**config.mk**
```make
export PLATFORM = sky130hd
export DESIGN_NAME = muller_micropipeline
export DESIGN_NICKNAME = d
export VERILOG_FILES = /design/src/rtl/muller_micropipeline_pkg.sv /design/src/rtl/muller_micropipeline_c_elem.sv /design/src/rtl/muller_micropipeline.sv
export SDC_FILE = /design/constraint.sdc
export NUM_CORES = 1
export LEC_CHECK = 0
export ABC_AREA = 1
export CORE_ASPECT_RATIO = 1.75
export CORE_UTILIZATION = 50
export CTS_CLUSTER_SIZE = 12
export DETAILED_ROUTE_END_ITERATION = 16
export GPL_TIMING_DRIVEN = 0
export PLACE_DENSITY_LB_ADDON = 0.2
export SETUP_SLACK_MARGIN = 0.3
export SLEW_MARGIN = 20
export SYNTH_ARGS = -nofsm -noshare
export SYNTH_HDL_FRONTEND = slang
export SYNTH_SLANG_ARGS = --single-unit
```
**constraint.sdc**
```tcl
create_clock -name wb_clk_i -period 4.9 [get_ports wb_clk_i]
set_input_delay 0.735 -clock wb_clk_i [delete_from_list [all_inputs] [get_ports wb_clk_i]]
set_output_delay 0.735 -clock wb_clk_i [all_outputs]
set_load 0.02 [all_outputs]
```
**src/rtl/muller_micropipeline_pkg.sv**
```systemverilog
// Shared defaults and the C-element next-state rule for the micropipeline.
package muller_micropipeline_pkg;

  localparam int DEFAULT_WIDTH = 8;
  localparam int DEFAULT_DEPTH = 4;

  // Muller C-element: follow the inputs when they agree, otherwise hold.
  function automatic logic c_next(input logic a, input logic b, input logic c);
    return (a == b) ? a : c;
  endfunction

endpackage

```
**src/rtl/muller_micropipeline_c_elem.sv**
```systemverilog
// One clocked Muller C-element with synchronous active-high reset.
module muller_micropipeline_c_elem
  import muller_micropipeline_pkg::*;
(
  input  logic clk,
  input  logic rst,
  input  logic a,
  input  logic b,
  output logic c
);

  // Register the C-element output; reset forces it low.
  always_ff @(posedge clk) begin
    if (rst) c <= 1'b0;
    else     c <= c_next(a, b, c);
  end

endmodule

```
**src/rtl/muller_micropipeline.sv**
```systemverilog
// Two-phase bundled-data micropipeline: DEPTH clocked C-elements, each gating
// a WIDTH-bit data latch, with registered occupancy and sticky protocol errors.
module muller_micropipeline
  import muller_micropipeline_pkg::*;
#(
  parameter int WIDTH = DEFAULT_WIDTH,
  parameter int DEPTH = DEFAULT_DEPTH,
  parameter int CNT_W = $clog2(DEPTH + 1)
) (
  input  logic             wb_clk_i,
  input  logic             wb_rst_i,
  input  logic             in_req,
  input  logic [WIDTH-1:0] in_data,
  output logic             in_ack,
  output logic             out_req,
  output logic [WIDTH-1:0] out_data,
  input  logic             out_ack,
  output logic [CNT_W-1:0] occupancy,
  output logic             err_in,
  output logic             err_out
);

  logic [DEPTH-1:0] c;
  logic [DEPTH-1:0] a;
  logic [DEPTH-1:0] b;
  logic [DEPTH-1:0] c_nxt;
  logic [DEPTH-1:0] fire;
  logic [DEPTH-1:0] full_nxt;
  logic [CNT_W-1:0] cnt_nxt;
  logic [WIDTH-1:0] d     [DEPTH];
  logic [WIDTH-1:0] d_src [DEPTH];
  logic             in_req_q;
  logic             out_ack_q;

  // Stage inputs come from pre-edge neighbours only, so there is no ripple.
  assign a = {c[DEPTH-2:0], in_req};
  assign b = ~{out_ack, c[DEPTH-1:1]};

  genvar gi;
  generate
    for (gi = 0; gi < DEPTH; gi++) begin : g_stage
      muller_micropipeline_c_elem u_c (
        .clk (wb_clk_i),
        .rst (wb_rst_i),
        .a   (a[gi]),
        .b   (b[gi]),
        .c   (c[gi])
      );
    end
  endgenerate

  // Recompute the C-element decisions to know which latches capture and
  // what the post-edge fill state will be.
  always_comb begin
    c_nxt    = '0;
    fire     = '0;
    full_nxt = '0;
    cnt_nxt  = '0;
    for (int unsigned i = 0; i < DEPTH; i++) begin
      c_nxt[i] = c_next(a[i], b[i], c[i]);
    end
    fire     = c_nxt ^ c;
    full_nxt = c_nxt ^ {out_ack, c_nxt[DEPTH-1:1]};
    for (int unsigned i = 0; i < DEPTH; i++) begin
      cnt_nxt = cnt_nxt + CNT_W'(full_nxt[i]);
    end
  end

  // Each latch takes its data from the previous stage (input pins for stage 0).
  always_comb begin
    d_src[0] = in_data;
    for (int unsigned i = 1; i < DEPTH; i++) begin
      d_src[i] = d[i-1];
    end
  end

  // Data latches capture when their C-element toggles.
  always_ff @(posedge wb_clk_i) begin
    if (wb_rst_i) begin
      for (int unsigned i = 0; i < DEPTH; i++) d[i] <= '0;
    end else begin
      for (int unsigned i = 0; i < DEPTH; i++) begin
        if (fire[i]) d[i] <= d_src[i];
      end
    end
  end

  // Occupancy and sticky handshake-violation monitors.
  always_ff @(posedge wb_clk_i) begin
    if (wb_rst_i) begin
      occupancy <= '0;
      err_in    <= 1'b0;
      err_out   <= 1'b0;
      in_req_q  <= 1'b0;
      out_ack_q <= 1'b0;
    end else begin
      occupancy <= cnt_nxt;
      err_in    <= err_in  | ((in_req ^ in_req_q) & (in_req_q ^ c[0]));
      err_out   <= err_out | ((out_ack ^ out_ack_q) & ~(out_ack_q ^ c[DEPTH-1]));
      in_req_q  <= in_req;
      out_ack_q <= out_ack;
    end
  end

  assign in_ack   = c[0];
  assign out_req  = c[DEPTH-1];
  assign out_data = d[DEPTH-1];

endmodule

```
==> flow_results.xml <==
<?xml version="1.0" encoding="UTF-8"?>
<metrics>
  <group name="logic_synthesis">
    <metric name="synth-seq-area-share" unit="">0.648</metric>
    <metric name="share_of_the_synthesized_area_in_compound_gates_ao_oa_aoi_oai" unit="">0.0199</metric>
    <metric name="ys_types" unit="">20</metric>
    <metric name="synth_top_family_by_area" unit="">simple AND/OR/NAND/NOR gates</metric>
    <metric name="synth_enable_flop_cells" unit="">32</metric>
    <metric name="synth_cells" unit="">191</metric>
    <metric name="postSynth.asyncResetShare" unit="">0</metric>
    <metric name="synth_common_cells" unit="">sky130_fd_sc_hd__nor2_1, sky130_fd_sc_hd__inv_1, sky130_fd_sc_hd__edfxtp_1, sky130_fd_sc_hd__nand2_1, sky130_fd_sc_hd__dfxtp_1</metric>
    <metric name="synth_area_leaders" unit="">sky130_fd_sc_hd__edfxtp_1, sky130_fd_sc_hd__dfxtp_1, sky130_fd_sc_hd__nor2_1</metric>
    <metric name="synth_adder_area_share" unit="">0.0247</metric>
    <metric name="ys_seq_elements" unit="">43</metric>
    <metric name="top_reg_cell_synth" unit="">sky130_fd_sc_hd__edfxtp_1</metric>
    <metric name="synth.net_count" unit="">206</metric>
    <metric name="synth_largest_area_cell" unit="">sky130_fd_sc_hd__edfxtp_1</metric>
    <metric name="post_synth_xor_area_fraction" unit="">0</metric>
    <metric name="synth-simple-area-share" unit="">0.206</metric>
    <metric name="synth_area_per_cell" unit="um2">9.54</metric>
    <metric name="synthesis.area" unit="um2">1820</metric>
    <metric name="synth.top_cell.area_share" unit="">0.527</metric>
    <metric name="synth.mux.area_fraction" unit="">0</metric>
    <metric name="yosys_warnings" unit="">0</metric>
    <metric name="yosysMostFrequentCell" unit="">sky130_fd_sc_hd__nor2_1</metric>
  </group>
  <group name="clock_tree">
    <metric name="clockBufferDepth" unit="">2</metric>
    <metric name="cts_htree_levels" unit="">2</metric>
    <metric name="clock_pin_slew_worst_setup_and_hold_paths" unit="ns">0.07</metric>
    <metric name="clk-insertion-delay-late" unit="ns">0.29</metric>
    <metric name="cts_sinks" unit="">43</metric>
    <metric name="hold_buffers" unit="">0</metric>
    <metric name="number_of_cts_inserted_buffers" unit="">5</metric>
    <metric name="post_cts_resize_count" unit="">0</metric>
    <metric name="cts-root-buf" unit="">sky130_fd_sc_hd__clkbuf_8</metric>
    <metric name="post_cts_setup_buffer_count" unit="">0</metric>
    <metric name="tritoncts_clock_tree" unit="">yes</metric>
  </group>
  <group name="setup_path">
    <metric name="worstSetupStartpointType" unit="">primary input</metric>
    <metric name="critical_path.max_fanout" unit="">4</metric>
    <metric name="critPathArrivalTime" unit="ns">2.78</metric>
    <metric name="endpoint_kind" unit="">register</metric>
    <metric name="timing.critical_path.from" unit="">in_req</metric>
    <metric name="crit-reg2reg-launch" unit="">g_stage[0].u_c.c</metric>
    <metric name="path_class" unit="">in2reg</metric>
    <metric name="worst_ep_required_time" unit="ns">5.07</metric>
  </group>
  <group name="pwr">
    <metric name="total_power_after_layout" unit="uW">836</metric>
    <metric name="power.leakage" unit="nW">0.994</metric>
    <metric name="vdd.ir_drop.worst" unit="uV">256</metric>
    <metric name="power_density_relative_to_cell_area" unit="nW/um2">377</metric>
  </group>
  <group name="layout">
    <metric name="area.growth.synth_to_final" unit="%">21.8</metric>
    <metric name="final_core_util" unit="">0.647</metric>
    <metric name="insertedDiodeCount" unit="">0</metric>
    <metric name="number_of_nets_at_the_end_of_the_flow" unit="">239</metric>
    <metric name="final_layout_size_suffix_gt1_frac" unit="">0.0622</metric>
  </group>
  <group name="die">
    <metric name="num_rows" unit="">28</metric>
    <metric name="io_pins" unit="">27</metric>
    <metric name="die_h" unit="um">81.9</metric>
    <metric name="core_area" unit="um2">3430</metric>
    <metric name="floorplan.initialDensity" unit="">0.531</metric>
    <metric name="floorplan.die.width" unit="um">47.6</metric>
    <metric name="die_area" unit="um2">3900</metric>
  </group>
  <group name="sta">
    <metric name="setup_violations" unit="">0</metric>
    <metric name="finalHoldViolCount" unit="">0</metric>
    <metric name="worst-slew-pin-transition" unit="ns">0.431</metric>
    <metric name="timing.final.ws_setup" unit="ns">2.29</metric>
    <metric name="setup-tns-final" unit="ns">0</metric>
    <metric name="minimum_clock_period" unit="ns">2.61</metric>
    <metric name="report.final.slew_viol_count" unit="">0</metric>
    <metric name="final.setup_skew" unit="ns">0.00482</metric>
    <metric name="unrepaired_setup_endpoints_after_global_routing" unit="">no</metric>
    <metric name="fmax" unit="MHz">383</metric>
    <metric name="period_share" unit="">0.533</metric>
    <metric name="fin_hold_ws" unit="ns">0.530</metric>
    <metric name="max-slew-margin-rel" unit="">0.713</metric>
  </group>
  <group name="outcome">
    <metric name="run_status" unit="">complete, no violations</metric>
  </group>
  <group name="drt">
    <metric name="drt_wl_total" unit="um">2530</metric>
    <metric name="vias_per_cell" unit="">4.52</metric>
    <metric name="drc" unit="">0</metric>
    <metric name="drt_pass1_iterations" unit="">4</metric>
    <metric name="dr_total_vias" unit="">1221</metric>
    <metric name="antenna_left" unit="">0</metric>
    <metric name="routedWlPerCell" unit="um">9.38</metric>
    <metric name="drt-initial-drc-count" unit="">34</metric>
  </group>
  <group name="global_routing">
    <metric name="total_routing_usage_gr" unit="">0.164</metric>
    <metric name="grt_pass1_vias" unit="">1148</metric>
    <metric name="antenna_found_initial" unit="">0</metric>
    <metric name="globalRoute.totalOverflow" unit="">0</metric>
    <metric name="wire_length_of_the_first_global_routing_pass" unit="um">4470</metric>
    <metric name="largest_net_degree_at_the_start_of_global_routing" unit="">13</metric>
  </group>
  <group name="hold_path">
    <metric name="worstHoldPathType" unit="">reg2reg</metric>
    <metric name="worstHoldStart" unit="">err_in</metric>
  </group>
  <group name="place">
    <metric name="place_ws" unit="ns">1.98</metric>
    <metric name="portBuffers" unit="">26</metric>
    <metric name="place.detailed.hpwl" unit="um">1980</metric>
    <metric name="globalplace.congestion" unit="">0.798</metric>
  </group>
  <group name="flow_run">
    <metric name="maxCapViolations" unit="">0</metric>
  </group>
</metrics>
flip-flops by register name, summed over array words and instances (netlist names):
signal	cells
d	32
g_stage.u_c.c	4
occupancy	3
err_in	1
err_out	1
in_req_q	1
out_ack_q	1
layout make-up:
class	instances	area, um2
Clock inverter	1	5.00
Buffer	1	3.75
Tap cell	45	56.3
Clock buffer	7	76.3
Timing Repair Buffer	26	260
Sequential cell	43	1180
Fill cell	298	1210
Inverter	48	180
Multi-Input combinational cell	99	457
worst paths after layout:
path / slack (ns) / depth (start not counted) / end
worst min register to register: 0.53 / 4 / err_in
worst min-delay path: 0.53 / 4 / err_in
worst max-delay path: 2.29 / 11 / occupancy[1]
worst max register to register: 2.75 / 11 / occupancy[1]
worst max-delay path, cell delays in order:
cell and delay (ns):
sky130_fd_sc_hd__clkdlybuf4s50_1 0.48, sky130_fd_sc_hd__o21ai_1 0.23, sky130_fd_sc_hd__nand2_1 0.08, sky130_fd_sc_hd__nor2_1 0.10
sky130_fd_sc_hd__nor2_1 0.06, sky130_fd_sc_hd__fa_1 0.52, sky130_fd_sc_hd__inv_1 0.04, sky130_fd_sc_hd__ha_1 0.19
sky130_fd_sc_hd__ha_1 0.27, sky130_fd_sc_hd__inv_1 0.05, sky130_fd_sc_hd__nor2_1 0.03
logic make-up (layout without fill, tap and decap cells):
| logic type | Yosys count | after routing |
|---|---|---|
| AOI/OAI and AO/OA | 6 | 6 |
| adders and majority gates | 3 | 3 |
| buffers and inverters | 49 | 83 |
| DFF | 43 | 43 |
| and+or+nand+nor | 90 | 90 |
stage by stage:
| stage | cell area, um2 | cells |
|---|---|---|
| after global routing | 2220 | 270 |
| after floorplan | 1820 | 191 |
| after detailed placement | 2140 | 262 |
| after CTS | 2220 | 270 |
| after global placement | 2140 | 262 |
| final | 2220 | 270 |
where the power goes:
group	switching [mW]	leakage [nW]	internal (mW)
clock network	0.108	0.0422	0.0999
logic	0.102	0.520	0.0704
registers	0.0169	0.432	0.439
total	0.227	0.994	0.609
layer usage:
layer | part of all wire | up-vias | GRT usage
met1 | 0.37 | 539 | 0.165
met2 | 0.56 | 35 | 0.299
li1 | - | 642 | -
met3 | 0.044 | 5 | 0.0330
met4 | 0.022 | 0 | 0.0833
met5 | 0 | - | 0
layout by cell type, fill, tap and decap left out, types with 2 or more instances in the layout:
cell,Yosys,layout
sky130_fd_sc_hd__nor2_1,49,49
sky130_fd_sc_hd__inv_1,46,46
sky130_fd_sc_hd__edfxtp_1,32,32
sky130_fd_sc_hd__nand2_1,26,26
sky130_fd_sc_hd__clkdlybuf4s50_1,0,26
sky130_fd_sc_hd__dfxtp_1,11,11
sky130_fd_sc_hd__nand3_1,7,7
sky130_fd_sc_hd__clkbuf_8,0,5
sky130_fd_sc_hd__nand2_2,4,4
sky130_fd_sc_hd__clkbuf_1,1,3
sky130_fd_sc_hd__o21ai_1,2,2
sky130_fd_sc_hd__nand3_2,2,2
sky130_fd_sc_hd__ha_1,2,2
(Power assumes the default switching activity.)
